**src/rtl/key_debounce_array_pkg.sv**
```systemverilog
// rtl/key_debounce_array_pkg.sv - shared LED mode encodings for the key bank front end
package key_debounce_array_pkg;

    typedef enum logic [1:0] {
        MODE_TOGGLE      = 2'd0,
        MODE_FOLLOW      = 2'd1,
        MODE_LONG_TOGGLE = 2'd2,
        MODE_OFF         = 2'd3
    } led_mode_e;

endpackage

```
**src/rtl/key_debounce_array_ch.sv**
```systemverilog
// rtl/key_debounce_array_ch.sv - one key: synchroniser, debounce, hold counter, event pulses
module key_debounce_array_ch #(
    parameter int DEBOUNCE_CYC   = 10000,
    parameter int LONG_CYC       = 500000,
    parameter int KEY_ACTIVE_LOW = 1
) (
    input  logic clk,
    input  logic rst,
    input  logic keyin_i,
    output logic key_state_o,
    output logic press_pulse_o,
    output logic release_pulse_o,
    output logic long_pulse_o
);

    localparam int   DW      = $clog2(DEBOUNCE_CYC);
    localparam int   LW      = $clog2(LONG_CYC + 1);
    localparam logic KEY_INV = (KEY_ACTIVE_LOW != 0);

    logic          sync1_q, sync2_q;
    logic [DW-1:0] deb_cnt_q, deb_cnt_d;
    logic [LW-1:0] hold_cnt_q, hold_cnt_d;
    logic          key_state_q, key_state_d;
    logic          press_q, press_d;
    logic          release_q, release_d;
    logic          long_q, long_d;
    logic          level;

    assign level = sync2_q ^ KEY_INV;

    always_comb begin
        deb_cnt_d   = deb_cnt_q;
        key_state_d = key_state_q;
        hold_cnt_d  = hold_cnt_q;
        press_d     = 1'b0;
        release_d   = 1'b0;
        long_d      = 1'b0;

        // Any sample agreeing with the accepted level restarts the stability window.
        if (level != key_state_q) begin
            if (deb_cnt_q == DW'(DEBOUNCE_CYC - 1)) begin
                key_state_d = level;
                deb_cnt_d   = '0;
                press_d     = level;
                release_d   = ~level;
            end else begin
                deb_cnt_d = deb_cnt_q + 1'b1;
            end
        end else begin
            deb_cnt_d = '0;
        end

        // A release accepted this cycle wins over a long press landing on the same edge.
        if (!key_state_q || release_d) begin
            hold_cnt_d = '0;
        end else if (hold_cnt_q < LW'(LONG_CYC)) begin
            hold_cnt_d = hold_cnt_q + 1'b1;
            long_d     = (hold_cnt_q == LW'(LONG_CYC - 1));
        end
    end

    always_ff @(posedge clk) begin
        if (rst) begin
            sync1_q     <= KEY_INV;
            sync2_q     <= KEY_INV;
            deb_cnt_q   <= '0;
            hold_cnt_q  <= '0;
            key_state_q <= 1'b0;
            press_q     <= 1'b0;
            release_q   <= 1'b0;
            long_q      <= 1'b0;
        end else begin
            sync1_q     <= keyin_i;
            sync2_q     <= sync1_q;
            deb_cnt_q   <= deb_cnt_d;
            hold_cnt_q  <= hold_cnt_d;
            key_state_q <= key_state_d;
            press_q     <= press_d;
            release_q   <= release_d;
            long_q      <= long_d;
        end
    end

    assign key_state_o     = key_state_q;
    assign press_pulse_o   = press_q;
    assign release_pulse_o = release_q;
    assign long_pulse_o    = long_q;

endmodule

```
**src/rtl/key_debounce_array.sv**
```systemverilog
// rtl/key_debounce_array.sv - N-key bank: per-key debounce channels plus LED mode logic
module key_debounce_array
    import key_debounce_array_pkg::*;
#(
    parameter int N_KEYS         = 4,
    parameter int DEBOUNCE_CYC   = 10000,
    parameter int LONG_CYC       = 500000,
    parameter int KEY_ACTIVE_LOW = 1,
    parameter int LED_ACTIVE_LOW = 1
) (
    input  logic              clk,
    input  logic              rst,
    input  logic [N_KEYS-1:0] keyin,
    input  logic [1:0]        mode,
    output logic [N_KEYS-1:0] key_state,
    output logic [N_KEYS-1:0] press_pulse,
    output logic [N_KEYS-1:0] release_pulse,
    output logic [N_KEYS-1:0] long_pulse,
    output logic [N_KEYS-1:0] led
);

    localparam logic LED_INV = (LED_ACTIVE_LOW != 0);

    logic [N_KEYS-1:0] tgl_q, tgl_d;
    logic [N_KEYS-1:0] lit_q, lit_d;
    led_mode_e         mode_sel;

    for (genvar g = 0; g < N_KEYS; g++) begin : g_ch
        key_debounce_array_ch #(
            .DEBOUNCE_CYC  (DEBOUNCE_CYC),
            .LONG_CYC      (LONG_CYC),
            .KEY_ACTIVE_LOW(KEY_ACTIVE_LOW)
        ) u_ch (
            .clk            (clk),
            .rst            (rst),
            .keyin_i        (keyin[g]),
            .key_state_o    (key_state[g]),
            .press_pulse_o  (press_pulse[g]),
            .release_pulse_o(release_pulse[g]),
            .long_pulse_o   (long_pulse[g])
        );
    end

    assign mode_sel = led_mode_e'(mode);

    // FOLLOW leaves the toggle state untouched so switching back restores it.
    always_comb begin
        tgl_d = tgl_q;
        lit_d = lit_q;
        case (mode_sel)
            MODE_TOGGLE: begin
                tgl_d = tgl_q ^ press_pulse;
                lit_d = tgl_d;
            end
            MODE_FOLLOW: begin
                lit_d = key_state;
            end
            MODE_LONG_TOGGLE: begin
                tgl_d = tgl_q ^ long_pulse;
                lit_d = tgl_d;
            end
            default: begin
                tgl_d = '0;
                lit_d = '0;
            end
        endcase
    end

    always_ff @(posedge clk) begin
        if (rst) begin
            tgl_q <= '0;
            lit_q <= '0;
        end else begin
            tgl_q <= tgl_d;
            lit_q <= lit_d;
        end
    end

    assign led = lit_q ^ {N_KEYS{LED_INV}};

endmodule

```
**config.mk**
```make
export PLATFORM = sky130hd
export DESIGN_NAME = key_debounce_array
export DESIGN_NICKNAME = d
export VERILOG_FILES = /design/src/rtl/key_debounce_array_pkg.sv /design/src/rtl/key_debounce_array_ch.sv /design/src/rtl/key_debounce_array.sv
export SDC_FILE = /design/constraint.sdc
export NUM_CORES = 1
export LEC_CHECK = 0
export ABC_AREA = 1
export CORE_AREA = 3 3 172 174
export CTS_BUF_LIST = sky130_fd_sc_hd__clkbuf_4 sky130_fd_sc_hd__clkbuf_8
export DETAILED_ROUTE_END_ITERATION = 8
export DIE_AREA = 0 0 175 177
export PLACE_DENSITY = 0.49
export RECOVER_POWER = 100
export SLEW_MARGIN = 40
export SYNTH_ARGS = -nofsm -noshare
export SYNTH_HDL_FRONTEND = slang
export SYNTH_SLANG_ARGS = --single-unit
```
**constraint.sdc**
```tcl
create_clock -name clk -period 1.3 [get_ports clk]
set_input_delay 0.26 -clock clk [delete_from_list [all_inputs] [get_ports clk]]
set_output_delay 0.26 -clock clk [all_outputs]
set_load 0.02 [all_outputs]
```
==> flow_metrics.tcl <==
set metrics [dict create \
    async_reset_ff_frac 0 \
    synth_top_family_by_area "simple AND/OR/NAND/NOR gates" \
    area.growth.synth_to_final_pct 58.2 \
    vias 8956 \
    clkLatencyLatePin_ps 470 \
    mostFrequentLayoutCell "nand2_1" \
    synth.largest_area_cell "dfxtp_1" \
    coreArea_um2 27900 \
    hpwl_um 16300 \
    violations "negative setup slack" \
    grt_antenna_before_repair 0 \
    grt_pass1_vias 8598 \
    power_density_nw_per_um2 635 \
    die_w_um 175 \
    setup_ws_ps -153 \
    synth_flop_cell "dfxtp_1" \
    dieArea_um2 31000 \
    place_congestion 0.845 \
    holdPathStages 2 \
    yosys.area_share.simple 0.409 \
    reg2reg_depth 11 \
    cts_buffers 17 \
    synth-edff-count 0 \
    status "complete, but fails checks" \
    start_util 0.312 \
    grt_max_degree 17 \
    portBuffers 27 \
    synthDistinctLibCells 39 \
    yosys.area.top_type_share 0.377 \
    cts.sinks 164 \
    rsz0062_at_grt "true" \
    path_clk_slew_ps 110 \
    cts-root-buf "clkbuf_8" \
    drt-vias-per-instance 4.52 \
    synthesis.nets 1323 \
    grt_pass1_wl_um 39800 \
    path_class "reg -> reg" \
    synthTopCellsByArea "dfxtp_1, nand2_1, nor2_1, nand3_1, inv_1" \
    final_cell_mix "nand2_1, buf_4, nor2_1, inv_1" \
    fin_cells 1980 \
    ys_seq_elements 164 \
    ir_drop_uv 581 \
    timing.fmax_mhz 688 \
    hold_viol_final 0 \
    ys.warnings.count 0 \
    pre_cts_slack_ps -365 \
    cp-end-kind "register" \
    wire_per_inst_um 12.3 \
    synthXorXnorAreaFrac 0.0352 \
    setup_viol 100 \
    yosys.area_share.adder 0.0115 \
    period_minus_slack_ps 1450 \
    path_max_fanout 5 \
    numPlacedInstances 1889 \
    fin_skew_ps 21.6 \
    drc_errors 0 \
    arrival_ps 1840 \
    htree_levels 4 \
    antenna_left 0 \
    io_pins 28 \
    holdWs_ps 413 \
    cts_buffer_depth 2 \
    synthCells 1307 \
    drv_cap 0 \
    syn_area_per_cell_um2 6.67 \
    critPathRequiredTime_ps 1690 \
    fin_crit_sh 1.12 \
    synth-seq-area-share 0.377 \
    nNetsFinal 1605 \
    tns_ps -5760 \
    p_leak_nw 5.39 \
    drt_first_iter_violations 382 \
    slew_headroom 0.672 \
    placementRows 61 \
    report.final.slew_viol_count 0 \
    n_antenna_cell 0 \
    die_y_um 177 \
    synth_area_um2 8710 \
    cts_tree "built" \
    drt-total-wl_um 24400 \
    ctsHoldBuffers 0 \
    drive_gt1_frac 0.501 \
    firstDrtPassIters 5 \
    max_slew.worst_pin.slew_ps 491 \
    synth_compound_area_frac 0.0633 \
    grt_overflow 0 \
    synthMuxAreaShare 0 \
    cp-start-kind "register" \
    hp-class "in -> reg" \
    gr-usage-all-layers 0.155 \
]
## critical path, cell delays in order, from the launching register on
cell and delay [ps]:
dfxtp_2 370, ha_4 140, nand2_2 50, inv_2 70, nand2_4 60, nor2_4 90
nand3b_1 120, nand3_4 200, buf_12 160, inv_6 40, nand2_2 50, inv_2 20
## layer usage
layer	vias to the layer above	wire [µm]	GRT usage
met5	-	0	0
met4	0	363	0.0382
met3	27	724	0.0320
met2	110	11800	0.264
met1	4116	11500	0.200
li1	4703	-	-
## sequential cells by signal, indices dropped and copies added (netlist names)
| signal | count |
|---|---|
| g_ch.u_ch.deb_cnt_q | 56 |
| g_ch.u_ch.hold_cnt_q | 76 |
| g_ch.u_ch.key_state_o | 4 |
| g_ch.u_ch.long_pulse_o | 4 |
| g_ch.u_ch.press_pulse_o | 4 |
| g_ch.u_ch.release_pulse_o | 4 |
| g_ch.u_ch.sync1_q | 4 |
| g_ch.u_ch.sync2_q | 4 |
| lit_q | 4 |
| tgl_q | 4 |
## power by group
part           switching, mW  internal, mW  total [mW]
Clock                   2.15          1.45        3.60
Sequential           0.00837          4.98        4.99
Combinational         0.0885        0.0730       0.162
## cells by family (layout without fill, tap and decap cells)
logic type      Yosys count  count (layout)
xor+xnor                 35              35
fa+ha+maj                 8               8
flops                   164             164
buf+inv                 196             486
simple gates            800             805
compound gates          104             104
## metrics by stage
| step | util | total power, mW | instance area (µm²) |
|---|---|---|---|
| after floorplan | - | 5.22 | 8800 |
| after global placement | 0.391 | 5.29 | 10900 |
| after detailed placement | 0.391 | 5.29 | 10900 |
| after CTS | 0.445 | 8.91 | 12400 |
| after global routing | 0.494 | 9.11 | 13800 |
| final | 0.494 | 8.75 | 13800 |
## cell usage after synthesis, types with 2 or more instances
cell	n
nor2_4	4
buf_6	6
nand3b_1	9
buf_4	26
nand2_2	9
nor3_1	25
buf_2	7
and2_1	4
o21a_1	2
nand2_4	5
buf_8	2
dfxtp_1	164
or2_0	6
o21ai_0	22
nand4_1	27
inv_1	147
o21bai_1	2
or2_2	13
nand3_2	4
nand2_1	339
nor2_2	14
xnor2_1	13
a21oi_2	5
or2_1	2
nor4_1	3
inv_2	6
o21ai_1	2
xor2_1	22
nand3_1	120
nor3b_1	5
ha_1	8
a21oi_1	70
nor3_2	4
nor2_1	205
## final cells by class
cell class | count | area, µm²
flip-flops and latches | 164 | 3460
repair buffers | 300 | 2620
inverters | 154 | 604
well taps | 378 | 473
multi-input cells | 952 | 6260
clock inverters | 13 | 115
clock buffers | 19 | 255
fillers | 2724 | 14100
## final timing paths
| path | startpoint | endpoint | slack [ps] |
|---|---|---|---|
| worst min register to register | g_ch[1].u_ch.sync1_q | g_ch[1].u_ch.sync2_q | 420 |
| worst min-delay path | keyin[2] | g_ch[2].u_ch.sync1_q | 410 |
| worst max-delay path | g_ch[3].u_ch.deb_cnt_q[1] | g_ch[3].u_ch.hold_cnt_q[15] | -150 |
| worst max register to register | g_ch[3].u_ch.deb_cnt_q[1] | g_ch[3].u_ch.hold_cnt_q[15] | -150 |
## what timing repair did
| item | CTS | global route |
|---|---|---|
| pin swaps | 54 | 124 |
| endpoints found under the hold margin | 0 | 0 |
| setup buffers | 23 | 31 |
| cloned | 9 | 2 |
| resized for setup | 358 | 353 |
| endpoints found under the setup margin | 161 | 155 |
(Power assumes the default switching activity.)
